**config.mk**
```make
export PLATFORM = sky130hd
export DESIGN_NAME = score_display_mux
export DESIGN_NICKNAME = d
export VERILOG_FILES = /design/src/rtl/score_display_pkg.sv /design/src/rtl/seg7_encode.sv /design/src/rtl/score_display_mux.sv
export SDC_FILE = /design/constraint.sdc
export NUM_CORES = 1
export LEC_CHECK = 0
export CAP_MARGIN = 0
export CORE_MARGIN = 1.5
export CORE_UTILIZATION = 30
export CTS_CLUSTER_SIZE = 12
export DETAILED_ROUTE_END_ITERATION = 16
export GPL_TIMING_DRIVEN = 0
export PLACE_DENSITY = 0.58
export SLEW_MARGIN = 30
export SYNTH_ARGS = -nofsm -noshare
export SYNTH_HDL_FRONTEND = slang
export SYNTH_SLANG_ARGS = --single-unit
```
**constraint.sdc**
```tcl
create_clock -name clk -period 3.2 [get_ports clk]
set_input_delay 0.64 -clock clk [delete_from_list [all_inputs] [get_ports clk]]
set_output_delay 0.64 -clock clk [all_outputs]
set_load 0.01 [all_outputs]
```
**src/rtl/score_display_pkg.sv**
```systemverilog
// Shared types and constants for the multiplexed two-digit score display.
// Holds the conversion FSM states, the 7-segment glyph table and the score ceiling.
package score_display_pkg;

  typedef enum logic [1:0] {
    IDLE   = 2'd0,
    SHIFT  = 2'd1,
    COMMIT = 2'd2
  } state_t;

  localparam logic [6:0] SEG_BLANK = 7'h00;

  localparam int unsigned MAX_SCORE = 99;

  // Active-high segments {g,f,e,d,c,b,a}, indexed by the BCD digit value.
  localparam logic [6:0] SEG_PATTERN [10] = '{
    7'b0111111,  // 0
    7'b0000110,  // 1
    7'b1011011,  // 2
    7'b1001111,  // 3
    7'b1100110,  // 4
    7'b1101101,  // 5
    7'b1111101,  // 6
    7'b0000111,  // 7
    7'b1111111,  // 8
    7'b1101111   // 9
  };

  // Double-dabble pre-shift correction for one BCD nibble.
  function automatic logic [3:0] dabble_adj(input logic [3:0] nibble);
    return (nibble >= 4'd5) ? nibble + 4'd3 : nibble;
  endfunction

endpackage

```
**src/rtl/seg7_encode.sv**
```systemverilog
// Combinational BCD digit to 7-segment pattern; non-decimal nibbles render blank.
module seg7_encode
  import score_display_pkg::*;
(
  input  logic [3:0] bcd,
  output logic [6:0] seg
);

  // NOTE: every combinational output gets a default first so no path can infer a latch.
  always_comb begin
    seg = SEG_BLANK;
    if (bcd <= 4'd9) begin
      seg = SEG_PATTERN[bcd];
    end
  end

endmodule

```
**src/rtl/score_display_mux.sv**
```systemverilog
// Latches a binary score, converts it to two BCD digits by iterative double-dabble,
// and time-multiplexes the digit glyphs with a matching digit_sel toggle.
module score_display_mux
  import score_display_pkg::*;
#(
  parameter int SCORE_W    = 7,
  parameter int TOGGLE_DIV = 12000,
  parameter bit BLANK_LZ   = 1'b1
) (
  input  logic               clk,
  input  logic               nrst,
  input  logic [SCORE_W-1:0] score_in,
  input  logic               score_valid,
  output logic               busy,
  output logic [6:0]         seg_out,
  output logic               digit_sel
);

  localparam int CNT_W  = $clog2(SCORE_W + 1);
  localparam int SCAN_W = (TOGGLE_DIV > 1) ? $clog2(TOGGLE_DIV) : 1;

  // Narrow scores can never exceed 99, so the limit becomes all-ones and never triggers.
  localparam logic [SCORE_W-1:0] SAT_LIMIT =
    (SCORE_W >= 7) ? SCORE_W'(MAX_SCORE) : {SCORE_W{1'b1}};

  // Conversion state
  state_t             state_q, state_d;
  logic [SCORE_W-1:0] bin_q, bin_d;
  logic [7:0]         bcd_q, bcd_d;
  logic [CNT_W-1:0]   cnt_q, cnt_d;
  logic [7:0]         bcd_adj;

  // Displayed digits
  logic [3:0]         tens_q, tens_d;
  logic [3:0]         ones_q, ones_d;

  // Scan and output stage
  logic [SCAN_W-1:0]  scan_q, scan_d;
  logic               scan_wrap;
  logic               digit_sel_d;
  logic [3:0]         shown_nibble;
  logic [6:0]         enc_seg;
  logic [6:0]         seg_d;

  assign busy = (state_q != IDLE);

  assign bcd_adj = {dabble_adj(bcd_q[7:4]), dabble_adj(bcd_q[3:0])};

  always_comb begin
    state_d = state_q;
    bin_d   = bin_q;
    bcd_d   = bcd_q;
    cnt_d   = cnt_q;
    tens_d  = tens_q;
    ones_d  = ones_q;

    unique case (state_q)
      IDLE: begin
        if (score_valid) begin
          bin_d   = (score_in > SAT_LIMIT) ? SAT_LIMIT : score_in;
          bcd_d   = 8'h00;
          cnt_d   = CNT_W'(SCORE_W);
          state_d = SHIFT;
        end
      end

      SHIFT: begin
        bcd_d = {bcd_adj[6:0], bin_q[SCORE_W-1]};
        bin_d = bin_q << 1;
        cnt_d = cnt_q - CNT_W'(1);
        if (cnt_q == CNT_W'(1)) begin
          state_d = COMMIT;
        end
      end

      COMMIT: begin
        // Both digits move together so the display never shows a half-updated score.
        tens_d  = bcd_q[7:4];
        ones_d  = bcd_q[3:0];
        state_d = IDLE;
      end

      default: begin
        state_d = IDLE;
      end
    endcase
  end

  // Scan runs freely; segments are chosen for the phase that digit_sel is about to enter.
  always_comb begin
    scan_wrap    = (scan_q == SCAN_W'(TOGGLE_DIV - 1));
    scan_d       = scan_wrap ? '0 : scan_q + SCAN_W'(1);
    digit_sel_d  = digit_sel ^ scan_wrap;
    shown_nibble = digit_sel_d ? ones_q : tens_q;
    seg_d        = enc_seg;
    if (BLANK_LZ && !digit_sel_d && (tens_q == 4'd0)) begin
      seg_d = SEG_BLANK;
    end
  end

  seg7_encode u_seg7_encode (
    .bcd (shown_nibble),
    .seg (enc_seg)
  );

  // NOTE: state is updated with non-blocking assignments so every register samples pre-edge values.
  // NOTE: the displayed digits are reset too, so an interrupted conversion falls back to 0/0.
  always_ff @(posedge clk or negedge nrst) begin
    if (!nrst) begin
      state_q   <= IDLE;
      bin_q     <= '0;
      bcd_q     <= 8'h00;
      cnt_q     <= '0;
      tens_q    <= 4'd0;
      ones_q    <= 4'd0;
      scan_q    <= '0;
      digit_sel <= 1'b0;
      seg_out   <= SEG_BLANK;
    end else begin
      state_q   <= state_d;
      bin_q     <= bin_d;
      bcd_q     <= bcd_d;
      cnt_q     <= cnt_d;
      tens_q    <= tens_d;
      ones_q    <= ones_d;
      scan_q    <= scan_d;
      digit_sel <= digit_sel_d;
      seg_out   <= seg_d;
    end
  end

endmodule
```
==> summary.txt <==
Run status: complete, no violations
Number of filler cells placed in the layout: 879
Number of global-route vias before repair: 1894
Hold-fix buffer count after cts: 0
Wire length of the first global-routing pass: 8950 um
Area share of xor/xnor cells in the synthesized design: 4.97%
Total power per unit cell area: 761 nW/um2
Post-route fraction of the period consumed by the critical path: 90.3%
Buffer depth of the longest clock path: 2
Slack of the critical path: 311 ps
Crit-path max cell delay: 400 ps
Adder-cell share of the synthesized area: 4.78%
Maximum Capacitance Violations: 0
Layout Cells excl Fill: 396
Tightest hold margin: 114 ps
Port Buffer Count: 18
Most used cells in the layout excluding fill and tap cells: 50 x sky130_fd_sc_hd__dfrtp_1, 23 x sky130_fd_sc_hd__nor2_1, 23 x sky130_fd_sc_hd__nand2_1
Compound-gate portion of the synthesized area: 17.3%
Final-report setup violation count: 0
Overall die width: 96.4 um
Pin slew with the least headroom to its limit: 612 ps
Number of diodes: 0
Effective utilization at floorplan: 31.4%
Post-synth ARST share: 100%
Count of nets left with antenna violations after detail routing: 0
Area growth syn-to-layout: 17.0%
Count of boundary I/O pins: 19
List of cells traversed by the critical path: ha_1 -> nand4_1 -> nor4_4 -> xnor2_2 -> buf_2 -> nor2_1 -> a21o_1 -> ha_1 -> a21oi_1 -> mux2i_1 -> nor3_1 -> a211oi_1
Critical-path cell with the highest stage delay: sky130_fd_sc_hd__dfrtp_1
Cts bufs inserted: 5
Total Routed Length: 5030 um
Leakage power figure: 1.36 nW
Dpl cells: 388
Cells after synthesis: 264
Synth Net Count: 284
Routed vias: 1972
Worst-case register-to-register setup slack: 310 ps
Total die area: 9290 um2
Number of slew-limit violations in the final report: 0
Placed Area: 2950 um2
Final RePlAce weighted congestion: 0.807
Post-cts gate resize count: 0
CP Launch Type: flop
Leading register cell type out of synthesis: sky130_fd_sc_hd__dfrtp_1
Source-to-sink clock delay at the later pin of the worst-skew pair: 300 ps
Antenna violations before repair: 0
Final routed wire length divided by cell count: 12.7 um
Number of H-tree branching levels: 2
Total Neg Setup Slack: 0 ps
PnR Total Power: 2.33 mW
Average footprint of a synthesized cell: 9.91 um2
Unrepaired setup endpoints after global routing: no
CTS tree: done
Hold Fails Final Rpt: 0
Leftover overflow at the end of global routing: 0
Clock tree root driver cell: sky130_fd_sc_hd__clkbuf_8
Net count reported at finish: 310
Maximum number of pins on one net before global-route repair: 50
Maximum fanout along the worst path: 10
Average vias per placed instance: 4.98
FF+latch area: 1250 um2
Simple-Gate Fraction of Synth Area: 16.3%
Cell area after technology mapping: 2620 um2
Slew margin rel.: 58.2%
Largest clock skew in the final design: 5.49 ps
Finished layout cell area: 3060 um2
Y dimension of the die: 96.4 um
Post-CTS setup buffers: 0
Number of flip-flops and latches in the synthesized netlist: 50
Setup slack at placement: 337 ps
Floorplan Core Area: 8340 um2
Class of the tightest hold or removal check: in -> async
DPL Wire Length: 3550 um
Share of final-layout standard cells stronger than drive strength 1: 9.97%
Number of clock sinks seen by CTS: 50
Number of synthesized flops with an enable pin: 0
Total track usage: 12.3%
Crit path time final: 2890 ps
Clk pin slew, worst setup/hold paths: 90 ps
Post-synthesis sequential area ratio: 47.8%
Max Clk Rate: 0.346 GHz
Crit end category: flop
Critical Path RT: 3370 ps
Crit Path Category: reg -> reg
Placement row count: 33
Cell repeated most along the worst path: sky130_fd_sc_hd__ha_1
First DRT Iteration DRCs: 67
Area of the multi-input gates: 1260 um2
Final core utilization: 36.7%
Signal arrival time at the worst endpoint: 3060 ps
IR Drop Worst-Case VDD: 0.274 mV
Residual DRC: 0
Multiplexer fraction of the synthesized cell area: 4.68%
Warnings from Yosys: 0
Main combinational cell family by area after synthesis: compound AO/OA/AOI/OAI gates
First drt pass iteration count: 4
Number of distinct library cells after synthesis: 45
Most frequent standard cell in the layout excluding fill and tap cells: sky130_fd_sc_hd__dfrtp_1
worst max-delay path: cells and delay by family, from the launching register on:
kind,cells,cell delay (ps)
compound gates,3,360
xor+xnor,1,290
fa+ha+maj,2,480
buf+inv,1,320
flops,1,400
mux,1,80
simple gates,4,810
kinds of logic (layout without fill, tap and decap cells):
family / Yosys count / in the layout
AOI/OAI and AO/OA: 69 / 69
xor gates and xnor gates: 14 / 14
adders and majority gates: 10 / 10
buffers and inverters: 28 / 55
DFF: 50 / 50
muxes: 11 / 11
and+or+nand+nor: 82 / 82
final cells by class:
class                           instances  share of cell area [%]
Timing Repair Buffer                   19                    6.70
Inverter                               15                    1.84
Sequential cell                        50                    40.8
Clock inverter                          3                    1.31
Buffer                                 13                    1.72
Multi-Input combinational cell        186                    41.1
Tap cell                              105                    4.29
Clock buffer                            5                    2.25
power by group:
part	leakage, nW	internal [mW]	switching (mW)	total [mW]
combinational	0.661	0.441	0.534	0.974
clock	0.0579	0.230	0.212	0.443
sequential	0.645	0.810	0.104	0.914
total	1.36	1.48	0.851	2.33
cell usage after synthesis, types with 2 or more instances:
library cell	number	area, um2
sky130_fd_sc_hd__dfrtp_1	50	1250
sky130_fd_sc_hd__nand2_1	23	86.3
sky130_fd_sc_hd__nor2_1	23	86.3
sky130_fd_sc_hd__o21ai_0	20	100
sky130_fd_sc_hd__inv_1	15	56.3
sky130_fd_sc_hd__a21oi_1	14	70.1
sky130_fd_sc_hd__clkbuf_1	10	37.5
sky130_fd_sc_hd__ha_1	10	125
sky130_fd_sc_hd__xor2_1	10	87.6
sky130_fd_sc_hd__mux2_2	7	78.8
sky130_fd_sc_hd__a211oi_1	6	45.0
sky130_fd_sc_hd__a22oi_1	6	45.0
sky130_fd_sc_hd__nand2b_1	6	37.5
sky130_fd_sc_hd__nand3_1	5	25.0
sky130_fd_sc_hd__nor2b_1	4	25.0
sky130_fd_sc_hd__nor3_1	4	20.0
sky130_fd_sc_hd__or2_2	4	25.0
sky130_fd_sc_hd__a31oi_1	3	18.8
sky130_fd_sc_hd__and3_1	3	18.8
sky130_fd_sc_hd__buf_2	3	15.0
sky130_fd_sc_hd__mux2i_1	3	30.0
sky130_fd_sc_hd__xnor2_1	3	26.3
sky130_fd_sc_hd__a21o_1	2	15.0
sky130_fd_sc_hd__a222oi_1	2	20.0
sky130_fd_sc_hd__a32o_1	2	20.0
sky130_fd_sc_hd__nand4_1	2	12.5
sky130_fd_sc_hd__o21a_1	2	15.0
sky130_fd_sc_hd__o21bai_1	2	15.0
sky130_fd_sc_hd__o22ai_1	2	12.5
sky130_fd_sc_hd__o31ai_1	2	15.0
sky130_fd_sc_hd__or3_1	2	12.5
flip-flops by register name, indices dropped and copies added, names as in the netlist:
| signal | flops |
|---|---|
| state_q | 2 |
| seg_out | 7 |
| scan_q | 14 |
| bin_q | 7 |
| ones_q | 4 |
| tens_q | 4 |
| bcd_q | 8 |
| digit_sel | 1 |
| cnt_q | 3 |
worst paths after layout:
kind | startpoint | end | cells after the start
hold / removal | nrst | bin_q[3] | 1
setup / recovery | scan_q[0] | seg_out[3] | 12
setup reg to reg | scan_q[0] | seg_out[3] | 12
max in group asynchronous | nrst | tens_q[1] | 2
min in group clk | scan_q[0] | scan_q[0] | 1
hold reg to reg | scan_q[0] | scan_q[0] | 1
metal layers:
metal	share of wire (%)	up-vias	wire, um	global-route usage, %
met2	48	37	2390	20.1
met1	48	953	2430	16.2
met4	0.72	0	36	3.86
met3	3.4	4	171	2.82
met5	0	-	0	0
li1	-	978	-	-
No activity file was read; power rests on OpenSTA's default activity.
